<file path="src/rtl/uart_tx_fifo_reader_if.sv">
// FIFO-side and serial-side signals of the UART transmitter that drains a TX FIFO.
// master: the transmitter. slave: the FIFO/line side (FIFO model, line monitor).
interface uart_tx_fifo_reader_if #(
  parameter int NB_DATA = 8
);
  logic               i_fifo_empty;
  logic [NB_DATA-1:0] i_fifo_data;
  logic               o_fifo_read;
  logic               o_tx;
  logic               o_tx_busy;
  logic               o_tx_done;

  modport master (
    input  i_fifo_empty,
    input  i_fifo_data,
    output o_fifo_read,
    output o_tx,
    output o_tx_busy,
    output o_tx_done
  );

  modport slave (
    output i_fifo_empty,
    output i_fifo_data,
    input  o_fifo_read,
    input  o_tx,
    input  o_tx_busy,
    input  o_tx_done
  );
endinterface

</file>
<file path="src/rtl/uart_tx_fifo_reader.sv">
// UART transmitter that pops one word from a show-ahead TX FIFO per frame and serialises it LSB first.
// Line and done are registered (one cycle after the deciding edge); the FIFO is only popped from IDLE.
module uart_tx_fifo_reader #(
  parameter int NB_DATA    = 8,
  parameter int OVERSAMPLE = 16,
  parameter int SB_TICK    = 16
) (
  input  logic                 i_clk,
  input  logic                 i_reset,
  input  logic                 i_tick,
  uart_tx_fifo_reader_if.master bus
);

  localparam int CNT_MAX = (OVERSAMPLE > SB_TICK) ? OVERSAMPLE : SB_TICK;
  localparam int CNT_W   = (CNT_MAX > 1) ? $clog2(CNT_MAX) : 1;
  localparam int IDX_W   = (NB_DATA > 1) ? $clog2(NB_DATA) : 1;

  localparam logic [CNT_W-1:0] OS_LAST  = CNT_W'(OVERSAMPLE - 1);
  localparam logic [CNT_W-1:0] SB_LAST  = CNT_W'(SB_TICK - 1);
  localparam logic [IDX_W-1:0] IDX_LAST = IDX_W'(NB_DATA - 1);

  typedef enum logic [1:0] {
    IDLE  = 2'd0,
    START = 2'd1,
    DATA  = 2'd2,
    STOP  = 2'd3
  } state_t;

  state_t             state, state_n;
  logic [CNT_W-1:0]   tick_cnt, tick_cnt_n;
  logic [IDX_W-1:0]   bit_idx, bit_idx_n;
  logic [NB_DATA-1:0] shreg, shreg_n;
  logic               tx_q, tx_n;
  logic               done_q, done_n;
  logic               pop;

  always_ff @(posedge i_clk) begin
    if (i_reset) begin
      state    <= IDLE;
      tick_cnt <= '0;
      bit_idx  <= '0;
      shreg    <= '0;
      tx_q     <= 1'b1;
      done_q   <= 1'b0;
    end else begin
      state    <= state_n;
      tick_cnt <= tick_cnt_n;
      bit_idx  <= bit_idx_n;
      shreg    <= shreg_n;
      tx_q     <= tx_n;
      done_q   <= done_n;
    end
  end

  always_comb begin
    state_n    = state;
    tick_cnt_n = tick_cnt;
    bit_idx_n  = bit_idx;
    shreg_n    = shreg;
    done_n     = 1'b0;
    pop        = 1'b0;
    tx_n       = 1'b1;

    case (state)
      IDLE: begin
        // FIFO is show-ahead: the head word is captured in the same cycle it is popped
        if (!bus.i_fifo_empty) begin
          pop        = 1'b1;
          shreg_n    = bus.i_fifo_data;
          tick_cnt_n = '0;
          bit_idx_n  = '0;
          state_n    = START;
        end
      end
      START: begin
        if (i_tick) begin
          if (tick_cnt == OS_LAST) begin
            tick_cnt_n = '0;
            bit_idx_n  = '0;
            state_n    = DATA;
          end else begin
            tick_cnt_n = tick_cnt + 1'b1;
          end
        end
      end
      DATA: begin
        if (i_tick) begin
          if (tick_cnt == OS_LAST) begin
            tick_cnt_n = '0;
            shreg_n    = shreg >> 1;
            // index parks at the last bit when leaving for STOP, so it never overruns
            if (bit_idx == IDX_LAST) begin
              state_n = STOP;
            end else begin
              bit_idx_n = bit_idx + 1'b1;
            end
          end else begin
            tick_cnt_n = tick_cnt + 1'b1;
          end
        end
      end
      STOP: begin
        if (i_tick) begin
          if (tick_cnt == SB_LAST) begin
            tick_cnt_n = '0;
            done_n     = 1'b1;
            state_n    = IDLE;
          end else begin
            tick_cnt_n = tick_cnt + 1'b1;
          end
        end
      end
      default: begin
        state_n = IDLE;
      end
    endcase

    // line level follows the state being entered so the register output never glitches
    case (state_n)
      START:   tx_n = 1'b0;
      DATA:    tx_n = shreg_n[0];
      default: tx_n = 1'b1;
    endcase
  end

  assign bus.o_fifo_read = pop & ~i_reset;
  assign bus.o_tx        = tx_q;
  assign bus.o_tx_busy   = (state != IDLE);
  assign bus.o_tx_done   = done_q;

endmodule

</file>
<file path="src/flat_wrapper.sv">
// flat-port wrapper written by rule: the top's interface ports become plain ports
module uart_tx_fifo_reader_flat 
#(
  parameter int NB_DATA    = 8,
  parameter int OVERSAMPLE = 16,
  parameter int SB_TICK    = 16
)
  (i_clk, i_reset, i_tick, bus_i_fifo_empty, bus_i_fifo_data, bus_o_fifo_read, bus_o_tx, bus_o_tx_busy, bus_o_tx_done);
  uart_tx_fifo_reader_if #(.NB_DATA(NB_DATA)) bus_i ();
  input  logic i_clk;
  input  logic i_reset;
  input  logic i_tick;
  input wire logic [$bits(bus_i.i_fifo_empty)-1:0] bus_i_fifo_empty;
  input wire logic [$bits(bus_i.i_fifo_data)-1:0] bus_i_fifo_data;
  output wire logic [$bits(bus_i.o_fifo_read)-1:0] bus_o_fifo_read;
  output wire logic [$bits(bus_i.o_tx)-1:0] bus_o_tx;
  output wire logic [$bits(bus_i.o_tx_busy)-1:0] bus_o_tx_busy;
  output wire logic [$bits(bus_i.o_tx_done)-1:0] bus_o_tx_done;
  assign bus_i.i_fifo_empty = bus_i_fifo_empty;
  assign bus_i.i_fifo_data = bus_i_fifo_data;
  assign bus_o_fifo_read = bus_i.o_fifo_read;
  assign bus_o_tx = bus_i.o_tx;
  assign bus_o_tx_busy = bus_i.o_tx_busy;
  assign bus_o_tx_done = bus_i.o_tx_done;
  uart_tx_fifo_reader #(.NB_DATA(NB_DATA), .OVERSAMPLE(OVERSAMPLE), .SB_TICK(SB_TICK)) u_core (.i_clk(i_clk), .i_reset(i_reset), .i_tick(i_tick), .bus(bus_i));
endmodule
</file>
<file path="config.mk">
export PLATFORM = sky130hd
export DESIGN_NAME = uart_tx_fifo_reader_flat
export DESIGN_NICKNAME = d
export VERILOG_FILES = /design/src/rtl/uart_tx_fifo_reader_if.sv /design/src/rtl/uart_tx_fifo_reader.sv /design/src/flat_wrapper.sv
export SDC_FILE = /design/constraint.sdc
export NUM_CORES = 1
export LEC_CHECK = 0
export ABC_AREA = 1
export BUFFER_PORTS_ARGS = -buffer_cell sky130_fd_sc_hd__buf_4
export CAP_MARGIN = 10
export CORE_MARGIN = 2
export CORE_UTILIZATION = 30
export DETAILED_ROUTE_END_ITERATION = 8
export GPL_TIMING_DRIVEN = 0
export HOLD_SLACK_MARGIN = 0.02
export SYNTH_ARGS = -nofsm -noshare
export SYNTH_HDL_FRONTEND = slang
export SYNTH_SLANG_ARGS = --single-unit
</file>
<file path="constraint.sdc">
create_clock -name i_clk -period 2.8 [get_ports i_clk]
set_input_delay 0.14 -clock i_clk [delete_from_list [all_inputs] [get_ports i_clk]]
set_output_delay 0.14 -clock i_clk [all_outputs]
set_load 0.03 [all_outputs]
</file>
# After elaboration in Yosys (flattened, before gate mapping)
# Cells that the tools add are included.
# word_totals
output_inout_bits	4
register_bits	19
elab_cells	64
input_bits	12
# op_classes
n_bitwise	4
mux	28
add_sub_neg	2
n_reduce_logical	9
eq_ne	14
# ops
op	n
8-bit 2-to-1 mux	3
3-bit 2-to-1 mux	6
2-bit 2-to-1 mux	8
8-bit case mux with 2 select lines	1
4-bit 2-to-1 mux	3
3-bit case mux with 3 select lines	1
2-bit inequality test (second input constant)	4
2-bit case mux with 4 select lines	1
4-bit case mux with 2 select lines	1
7-bit AND reduction	1
2-bit == test (second input constant)	3
2-bit by 1-bit inequality test with 1-bit output (second input constant)	3
3-bit OR reduction	2
4-bit by 1-bit adder with 4-bit output (second input constant)	1
2-bit by 1-bit == test with 1-bit output (second input constant)	2
4-bit == test (second input constant)	1
4-bit AND reduction	1
2-bit nonzero test	2
3-bit by 1-bit adder with 3-bit output (second input constant)	1
3-bit == test (second input constant)	1
1-bit 2-to-1 mux	3
1-bit inverter	3
3-bit nonzero test	1
2-bit logical NOT	1
3 further kinds	3

# Logic depth before layout (Yosys ltp)
# Gate-level depths: netlist (run 1).
# depth
ltp_word	7
mapped_depth	9
mapped_depth_nobuf	9

# Least setup slack after synthesis (run 1)
# Ideal clock, no wire load.
# synth_path
path_type	flip-flop to flip-flop
start	reg u_core.bit_idx[0]
end	reg u_core.bit_idx[0]
synth_period_minus_slack_ns	1.346
arrival_ns	1.230
stages_incl_launch_ff	9
slack_ns	1.454
path_buffers	0
cell_sequence	dfxtp_1 > ha_1 > ha_1 > nor2_1 > nor2_1 > a21oi_1 > nand2_1 > nand2_1 > a21oi_1
# synth_via
elab_chain_cells	5
# synth_lines
item	line_no	source
from (decl)	uart_tx_fifo_reader.sv:31	logic [IDX_W-1:0] bit_idx, bit_idx_n;
from (signal assigned)	uart_tx_fifo_reader.sv:48	bit_idx <= bit_idx_n;
3-bit by 1-bit adder with 3-bit output	uart_tx_fifo_reader.sv:95	bit_idx_n = bit_idx + 1'b1;
3-bit 2-to-1 mux	uart_tx_fifo_reader.sv:92	if (bit_idx == IDX_LAST) begin
3-bit 2-to-1 mux	uart_tx_fifo_reader.sv:88	if (tick_cnt == OS_LAST) begin
3-bit 2-to-1 mux	uart_tx_fifo_reader.sv:87	if (i_tick) begin
3-bit case mux with 3 select lines	uart_tx_fifo_reader.sv:64	case (state)
# Several ways; a longest one is shown, not always the timed one. The select of a mux whose other input is x is not followed.
# A chain may end at the register's enable or synchronous reset.

# Final worst setup path (run 1)
# layout_path
start	reg u_core.state[1]
end	out bus_o_fifo_read
# layout_via
elab_chain_cells	3
# layout_lines
item	line_no	source
from (decl)	uart_tx_fifo_reader.sv:29	state_t state, state_n;
from (signal assigned)	uart_tx_fifo_reader.sv:46	state <= state_n;
2-bit logical NOT	uart_tx_fifo_reader.sv:64	
1-bit 2-to-1 mux	uart_tx_fifo_reader.sv:64	
1-bit bitwise AND	uart_tx_fifo_reader.sv:126	assign bus.o_fifo_read = pop & ~i_reset;
to (decl)	flat_wrapper.sv:15	output wire logic [$bits(bus_i.o_fifo_read)-1:0] bus_o_fifo_read;
# Every way passes these cells.

==> flow_summary_export.csv, run 1 <==
group,metric,value,unit
global_routing,grt_start_max_net_pins,11,
layout,layout_commonest_cell,"nand2_1",
clock_tree,cts_root_buf,"clkbuf_4",
global_routing,grt_overflow,0,
clock_tree,tritoncts,"done",
critical_path,worst-endpoint-required,2.66,ns
sta,tns,0,ns
sta,worstMarginPinSlew,0.298,ns
flow_run,cap_violations,0,
clock_tree,ctsLongestPathBuffers,2,
global_routing,grt_pass1_wl,3490,um
critical_path,r2r_start,"u_core.bit_idx[0]",
critical_path,path_delay_family,"simple AND/OR/NAND/NOR gates",
sta,hold_viol,0,
clock_tree,cts_max_level,1,
die,core-area,3050,sq um
critical_path,critPathKind,"reg2out",
pwr,p_total,512,uW
critical_path,crit_path_end,"bus_o_fifo_read",
placed_design,gp_congestion,0.795,
sta,maxSlewHeadroom,0.800,
die,die_w,60.7,um
route,ant_nets,0,
critical_path,setup.worst_path.start_class,"flop",
synth,syn_inst,139,
route,wl_per_cell,10.2,um
clock_tree,postCtsSetupRepairBufs,0,
critical_path,cp-startpoint,"u_core.state[1]",
layout,final_cells,201,
clock_tree,clk_pin_slew,0.11,ns
route,firstDrtPassIters,5,
sta,rsz0062_at_grt,"no",
global_routing,track_usage,0.128,
critical_path,path_max_fanout,7,
layout,multi_input_area,524,sq um
synth,synth_area_per_cell,6.95,sq um
global_routing,antenna_found_initial,0,
die,die-area,3690,sq um
synth,ys_ff_latch,19,
synth,synth_top_area_frac,0.394,
critical_path,worstPathCellList,"nor2_1, nand2_2, nor2_1, buf_4",
layout,syn_to_final_growth,19.3,%
synth,ys_warn_count,0,
clock_tree,cts_hold_buf,0,
critical_path,cp-end-kind,"primary output",
placed_design,numPortBuffers,14,
critical_path,reg2reg_to,"u_core.bit_idx[1]",
layout,final_cell_mix,"41 x nand2_1, 19 x nor2_1, 19 x dfxtp_1, 14 x buf_4",
critical_path,rrSetupSlack,1.26,ns
layout,regArea,380,sq um
sta,period_needed,1.56,ns
synth,netlist_area,966,sq um
route,vias,949,
global_routing,grt_pass1_vias,847,
die,initial_core_util,0.316,
clock_tree,clock_sinks,19,
layout,fill_cells,331,
placed_design,placedCellCount,197,
sta,setup_viol,0,
run_status,status,"completed",
synth,yosysSeqAreaShare,0.394,
critical_path,crit_path_top_delay_cell,"dfxtp_1",
route,drc,0,
critical_path,ff2ff_path_depth,8,
layout,diodes,0,
critical_path,cpPeakStageDelay,0.40,ns
clock_tree,insertion_delay,0.30,ns
synth,synthTopCellsByArea,"dfxtp_1 39%, nand2_1 16%, nor2_1 7.4%, nand3_1 5.7%, a21oi_1 4.7%",
die,die_y,60.7,um
critical_path,crit_path_frequent_cell,"nor2_1",
route,wirelength,2060,um
critical_path,cp.depth,4,
pwr,p_per_area,444,nW/um^2
clock_tree,cts-resized-gates,0,
critical_path,arrival,1.42,ns
sta,post-route-period-util,0.556,
synth,yosysTopAreaCell,"dfxtp_1",
synth,syn_nets,154,
hold_path,hold_class,"in2reg",
sta,drv_slew,0,
sta,fmax,643,MHz
route,avgViaCountPerCell,4.72,
die,io_pins,16,
route,dr.first_iter.drc_count,23,
synth,synth_cell_type_count,22,
placed_design,dp_hpwl,1580,um
layout,drive_above_1_share,0.185,
pwr,peakVddDrop,227,uV
clock_tree,cts_inserted_buffers,3,
sta,clock_skew,0.00393,ns
critical_path,critPathBufInv,1,
layout,nNetsFinal,173,
die,rows,20,
pwr,power_leakage,0.000466,uW
[final cells by class]
type / count / area share
well taps: 44 / 0.0478
clock buffers: 4 / 0.0228
plain buffers: 2 / 0.0109
flip-flops and latches: 19 / 0.330
repair buffers: 14 / 0.0912
inverters: 13 / 0.0423
multi-input cells: 105 / 0.455
[registers in the layout, summed over array words and instances (netlist names)]
name and flops:
u_core.state 2, u_core.tick_cnt 4, u_core.bus.o_tx_done 1, u_core.bit_idx 3
u_core.bus.o_tx 1, u_core.shreg 8
[through the flow]
stage / util / worst slack, ns / cell area [sq um] / hold WS, ns
floorplan: - / 1.45 / 966 / 0.301
global placement: 0.369 / 1.31 / 1130 / 0.400
detailed placement: 0.369 / 1.28 / 1130 / 0.418
CTS: 0.377 / 1.24 / 1150 / 0.0904
global route: 0.377 / 1.11 / 1150 / 0.0914
finish: 0.377 / 1.24 / 1150 / 0.0967
[report_power, final]
group          switching [uW]  leakage [uW]  internal [uW]
sequential               6.44      0.000155            281
combinational            50.2      0.000296           32.0
clock                    86.3     0.0000150           55.6
total                     143      0.000466            369
[synthesized netlist by cell type]
| cell | count |
|---|---|
| o21ai_0 | 3 |
| inv_1 | 11 |
| ha_1 | 3 |
| a31oi_1 | 6 |
| and2_1 | 1 |
| nand2_1 | 41 |
| inv_2 | 2 |
| dfxtp_1 | 19 |
| a22oi_1 | 1 |
| a21oi_1 | 9 |
| xor2_1 | 1 |
| clkbuf_2 | 1 |
| nand3_1 | 11 |
| nand4_1 | 1 |
| a21oi_2 | 1 |
| o21ai_1 | 1 |
| nor2_1 | 19 |
| nand3_2 | 2 |
| nand2_2 | 2 |
| nor2_4 | 2 |
| nand2_4 | 1 |
| clkbuf_4 | 1 |
[cells by family after synthesis]
| family | synth area share |
|---|---|
| buffers and inverters | 0.0635 |
| xor gates and xnor gates | 0.00907 |
| DFF | 0.394 |
| AOI/OAI and AO/OA | 0.123 |
| adders and majority gates | 0.0389 |
| and+or+nand+nor | 0.372 |
[worst register-to-register path, delay by kind of cell (launching register included)]
family,cells,cell delay [ns]
AO/OA/AOI/OAI,2,0.31
adder cells (fa/ha/maj),2,0.42
AND/OR/NAND/NOR,4,0.37
flip-flops,1,0.34
[layer usage]
| metal | global-route usage | share of wire | vias to the layer above |
|---|---|---|---|
| met5 | 0 | 0 | - |
| met4 | 0.0652 | 0.015 | 0 |
| met3 | 0.0277 | 0.045 | 3 |
| met2 | 0.204 | 0.47 | 25 |
| met1 | 0.163 | 0.47 | 431 |
| li1 | - | - | 490 |
[worst min path at each step]
stage	to	cells after the start	startpoint
2_1_floorplan	u_core.shreg[7]	2	bus_i_fifo_data[7]
3_3_place_gp	u_core.shreg[7]	3	bus_i_fifo_data[7]
3_5_place_dp	u_core.shreg[7]	3	bus_i_fifo_data[7]
4_1_cts	u_core.shreg[5]	2	i_reset
5_1_grt	u_core.shreg[5]	3	bus_i_fifo_data[5]
6_report	u_core.shreg[5]	2	i_reset
No activity file was read; power rests on OpenSTA's default activity.
==> inputs of run 2 (changes only) <==
Settings changed: ABC_AREA 1 to 0.
Clock period 2.8 ns to 1.45 ns, I/O delays scaled along.
==> flow_summary_export.csv, run 2 <==
group,metric,value,unit
critical_path,cp-end-kind,"flop",
placed_design,post-place-ws,-0.248,ns
sta,fmax,606,MHz
route,wirelength,2200,um
sta,period_needed,1.65,ns
die,io_pins,16,
die,die_w,59.6,um
critical_path,setup.worst_path.start_class,"flop",
synth,synth_enable_flop_cells,0,
layout,final_cell_mix,"26 x buf_4, 17 x a21oi_1, 14 x dfxtp_1, 10 x o21ai_0, 7 x nor2_1",
clock_tree,cts_inserted_buffers,3,
layout,diodes,0,
synth,async_flop_share,0,
layout,largest-register,"u_core.shreg",
layout,final_cells,168,
layout,layout_commonest_cell,"buf_4",
critical_path,worst-endpoint-required,1.66,ns
die,initial_core_util,0.309,
placed_design,placedCellCount,155,
layout,syn_to_final_growth,37.8,%
route,avgViaCountPerCell,5.35,
pwr,p_per_area,747,nW/um^2
route,firstDrtPassIters,4,
synth,synth_cell_type_count,34,
placed_design,dp_hpwl,1590,um
synth,netlist_area,927,sq um
layout,drive_above_1_share,0.370,
clock_tree,cts_root_buf,"clkbuf_4",
synth,syn_nets,122,
synth,ys.flop_type,"dfxtp_1",
run_status,violations,"setup timing",
global_routing,grt_start_max_net_pins,11,
sta,clock_skew,0.00123,ns
die,rows,20,
route,wl_per_cell,13.1,um
layout,top_regs,"u_core.shreg: 8 flops, u_core.tick_cnt: 4 flops, u_core.bit_idx: 3 flops",
route,drc,0,
synth,synth_top_area_frac,0.410,
pwr,power_leakage,0.000481,uW
hold_path,hold_path_depth,3,
synth,synth.most_common_cell,"dfxtp_1",
sta,post-route-period-util,1.14,
critical_path,cp-startpoint,"u_core.bit_idx[1]",
pwr,peakVddDrop,376,uV
placed_design,place_area,1140,sq um
clock_tree,clock_sinks,19,
layout,nNetsFinal,151,
hold_path,hold_class,"in2reg",
synth,yosysSeqAreaShare,0.410,
pwr,p_int,711,uW
pwr,switching_share,0.255,
critical_path,r2r_start,"u_core.bit_idx[1]",
clock_tree,ctsLongestPathBuffers,2,
global_routing,grt_pass1_wl,3660,um
critical_path,reg2reg_to,"u_core.bit_idx[0]",
global_routing,track_usage,0.133,
synth,synthTopCellsByCount,"19 x dfxtp_1, 18 x a21oi_1, 10 x o21ai_0",
sta,hold_ws,0.0364,ns
die,die_y,59.6,um
layout,fill_cells,307,
layout,design_area,1280,sq um
clock_tree,clk_pin_slew,0.10,ns
route,vias,899,
die,die-area,3550,sq um
pwr,seq_power_share,0.579,
clock_tree,insertion_delay,0.28,ns
clock_tree,tritoncts,"done",
flow_run,cap_violations,0,
pwr,p_sw,243,uW
placed_design,gp_congestion,0.732,
pwr,p_clk_frac,0.267,
route,ant_nets,0,
sta,drv_slew,0,
die,core-area,3000,sq um
global_routing,grt_overflow,0,
global_routing,grt_pass1_vias,867,
hold_path,hp-start,"bus_i_fifo_data[7]",
synth,syn_inst,107,
critical_path,critPathKind,"reg2reg",
sta,setup_ws,-0.199,ns
pwr,combPwrFrac,0.153,
synth,yosysTopAreaCell,"dfxtp_1",
sta,hold_viol,0,
critical_path,ff2ff_path_depth,6,
global_routing,antenna_found_initial,0,
critical_path,arrival,1.86,ns
layout,largest_reg_flops,8,
hold_path,hold_end,"u_core.shreg[7]",
sta,maxSlewHeadroom,0.682,
synth,ys_ff_latch,19,
critical_path,path_max_fanout,2,
sta,rsz0062_at_grt,"yes",
clock_tree,cts_max_level,1,
run_status,status,"complete, but fails checks",
sta,setup_viol,4,
route,dr.first_iter.drc_count,15,
placed_design,numPortBuffers,15,
critical_path,rrSetupSlack,-0.20,ns
synth,synthTopCellsByArea,"dfxtp_1 41%, a21oi_1 9.7%, o21ai_0 5.4%, a22oi_1 4.9%, ha_1 4.0%",
synth,ys_warn_count,0,
sta,worstMarginPinSlew,0.476,ns
synth,synth_area_per_cell,8.66,sq um
run 2: worst max-delay path, cell delays in order (launching register included):
cell and delay (ns):
dfxtp_2 0.35, ha_4 0.16, ha_4 0.16, nor3b_4 0.19
o21ai_2 0.09, or4b_1 0.48, a21oi_1 0.14
run 2: worst max-delay path by stage:
stage | end | slack (ns) | depth (start not counted)
after CTS | u_core.bit_idx[0] | -0.21 | 6
after detailed placement | u_core.bit_idx[0] | -0.25 | 6
after global placement | u_core.bus.o_tx | -0.18 | 7
after global routing | u_core.bit_idx[0] | -0.25 | 6
after floorplan | u_core.bit_idx[0] | -0.12 | 6
final | u_core.bit_idx[0] | -0.20 | 6
run 2: kinds of logic after synthesis:
group           Yosys count  share of synthesized area
buf+inv                   8                     0.0418
flops                    19                      0.410
fa+ha+maj                 3                     0.0405
simple gates             30                      0.185
mux                       1                     0.0108
xor+xnor                  1                    0.00945
compound gates           45                      0.302
run 2: per-layer routing:
| layer | share of wire | track usage | wire (um) |
|---|---|---|---|
| met1 | 0.41 | 0.161 | 901 |
| met2 | 0.56 | 0.246 | 1230 |
| met3 | 0.030 | 0.0218 | 67 |
| met4 | 0.0023 | 0.0286 | 5 |
| met5 | 0 | 0 | 0 |
run 2: area by class of cell:
type / instances / area (sq um) / area share
plain buffers: 5 / 33.8 / 0.0264
multi-input cells: 80 / 589 / 0.461
clock buffers: 4 / 26.3 / 0.0206
inverters: 2 / 7.51 / 0.00588
repair buffers: 25 / 188 / 0.147
well taps: 33 / 41.3 / 0.0323
flip-flops and latches: 19 / 392 / 0.307
run 2: power by group through the flow:
stage               Combinational (uW)  Clock (uW)  Sequential (uW)
floorplan                         72.3           0              566
global placement                   127           0              565
detailed placement                 129           0              566
CTS                                145         270              551
global route                       163         291              555
finish                             146         255              552
run 2: through the flow:
step / utilization / power, uW / TNS (ns)
final: 0.425 / 954 / -0.315
after global placement: 0.378 / 692 / -1.76
after detailed placement: 0.378 / 695 / -2.05
after floorplan: - / 639 / -0.254
after CTS: 0.413 / 967 / -0.872
after global routing: 0.425 / 1010 / -0.770
run 2: timing repair:
| action | in CTS | in global routing |
|---|---|---|
| resized for setup | 9 | 6 |
| setup buffers | 8 | 3 |
| pin swaps | 6 | 5 |
| setup endpoints to repair | 16 | 16 |
| hold buffers | 0 | 0 |
==> inputs of run 3 (changes only) <==
==> constraint.sdc (replaced) <==
create_clock -name i_clk -period 1.45 [get_ports i_clk]
set_input_delay 0.2175 -clock i_clk [delete_from_list [all_inputs] [get_ports i_clk]]
set_output_delay 0.2175 -clock i_clk [all_outputs]
set_load 0.03 [all_outputs]
==> flow_summary_export.csv, run 3 (synthesis results as in run 2) <==
group,metric,value,unit
run_status,status,"complete, but fails checks",
run_status,violations,"setup timing",
sta,worstMarginPinSlew,0.410,ns
layout,design_area,1280,sq um
global_routing,grt_pass1_wl,3800,um
die,initial_core_util,0.309,
sta,post-route-period-util,1.13,
layout,final_core_utilization,0.428,
route,drt-met1-wl,855,um
sta,setup_viol,4,
critical_path,arrival,1.85,ns
die,die_w,59.6,um
layout,syn_to_final_growth,38.6,%
layout,largest_reg_flops,8,
global_routing,grt_pass1_vias,896,
layout,largest-register,"u_core.shreg",
sta,setup_ws,-0.191,ns
pwr,p_per_area,749,nW/um^2
route,wl_met2,1300,um
sta,fmax,609,MHz
global_routing,grt_start_max_net_pins,11,
critical_path,ff2ff_path_depth,6,
hold_path,hold_path_depth,3,
route,routed.top_layer,"met4",
placed_design,post-place-ws,-0.248,ns
clock_tree,clk_pin_slew,0.10,ns
placed_design,numPortBuffers,15,
sta,clock_skew,0.00479,ns
global_routing,track_usage,0.138,
critical_path,setup.worst_path.start_class,"flop",
sta,hold_viol,0,
die,die-area,3550,sq um
clock_tree,ctsLongestPathBuffers,2,
global_routing,antenna_found_initial,0,
layout,layout_commonest_cell,"buf_4",
sta,period_needed,1.64,ns
sta,hold_ws,0.179,ns
layout,final_cell_mix,"25 x buf_4, 16 x a21oi_1, 13 x dfxtp_1, 10 x o21ai_0, 7 x nor2_1",
pwr,peakVddDrop,372,uV
critical_path,cp-end-kind,"flop",
layout,diodes,0,
clock_tree,clock_sinks,19,
die,die_y,59.6,um
critical_path,critPathKind,"reg2reg",
placed_design,place_area,1140,sq um
pwr,power_leakage,0.000482,uW
sta,rsz0062_at_grt,"yes",
critical_path,path_max_fanout,2,
die,io_pins,16,
layout,drive_above_1_share,0.388,
sta,maxSlewHeadroom,0.727,
placed_design,dp_hpwl,1590,um
route,wl_per_cell,13.5,um
clock_tree,cts_inserted_buffers,3,
flow_run,cap_violations,0,
clock_tree,cts_hold_buf,0,
global_routing,grt_overflow,0,
route,avgViaCountPerCell,5.48,
route,dr.first_iter.drc_count,12,
route,vias,915,
sta,tns,-0.481,ns
layout,top_regs,"u_core.shreg: 8 flops, u_core.tick_cnt: 4 flops, u_core.bit_idx: 3 flops",
die,core-area,3000,sq um
critical_path,worst-endpoint-required,1.66,ns
sta,drv_slew,0,
die,rows,20,
placed_design,gp_congestion,0.732,
clock_tree,tritoncts,"done",
clock_tree,insertion_delay,0.28,ns
route,wirelength,2260,um
clock_tree,cts_max_level,1,
layout,nNetsFinal,150,
route,ant_nets,0,
clock_tree,cts_root_buf,"clkbuf_4",
route,wl_met3,100,um
route,drc,0,
route,firstDrtPassIters,4,
hold_path,hold_class,"in2reg",
==> run 3: changes by cell type in the layout (fill, tap and decap cells not counted) <==
cell | previous run | this run
a21oi_1 | 17 | 16
a21oi_2 | 1 | 2
buf_12 | 0 | 1
buf_2 | 0 | 1
buf_4 | 26 | 25
clkbuf_1 | 3 | 2
clkbuf_8 | 1 | 0
dfxtp_1 | 14 | 13
dfxtp_2 | 3 | 4
inv_2 | 1 | 0
inv_4 | 0 | 1
==> run 3: routing by layer <==
layer / vias to the layer above / global-route usage
li1: 455 / -
met1: 430 / 0.159
met2: 28 / 0.261
met3: 2 / 0.0218
met4: 0 / 0.0349
met5: - / 0
==> run 3: layout make-up <==
class                   instances  area [sq um]
fillers                       316          1720
multi-input cells              80           593
flip-flops and latches         19           393
repair buffers                 25           200
well taps                      33          41.3
clock buffers                   4          26.3
plain buffers                   4          21.3
inverters                       2          10.0
==> run 3: worst paths after layout <==
kind | from | endpoint | slack [ns]
min | bus_i_fifo_data[7] | u_core.shreg[7] | 0.18
min reg2reg | u_core.shreg[2] | u_core.shreg[2] | 0.48
max reg2reg | u_core.bit_idx[1] | u_core.bit_idx[0] | -0.19
max | u_core.bit_idx[1] | u_core.bit_idx[0] | -0.19
==> run 3: report_power, final <==
| group | internal [uW] | switching [uW] |
|---|---|---|
| sequential | 538 | 14.5 |
| combinational | 72.0 | 83.1 |
| clock | 107 | 149 |
==> run 3: timing repair <==
item                       4_1_cts  5_1_grt
setup endpoints to repair       17       15
resized for setup               15        4
pin swaps                        8        6
hold endpoints to repair         0        0
setup buffers                    8        5
==> run 3: through the flow <==
stage / instances / total power [uW]
2_1_floorplan: 107 / 639
3_3_place_gp: 155 / 692
3_5_place_dp: 155 / 695
4_1_cts: 165 / 965
5_1_grt: 167 / 1020
6_report: 167 / 963
==> run 3: critical path: stages (launching register included) <==
cell and delay [ns]:
dfxtp_2 0.35, ha_4 0.16, ha_4 0.16, nor3b_4 0.19, o21ai_2 0.09, or4b_1 0.48, a21oi_1 0.14
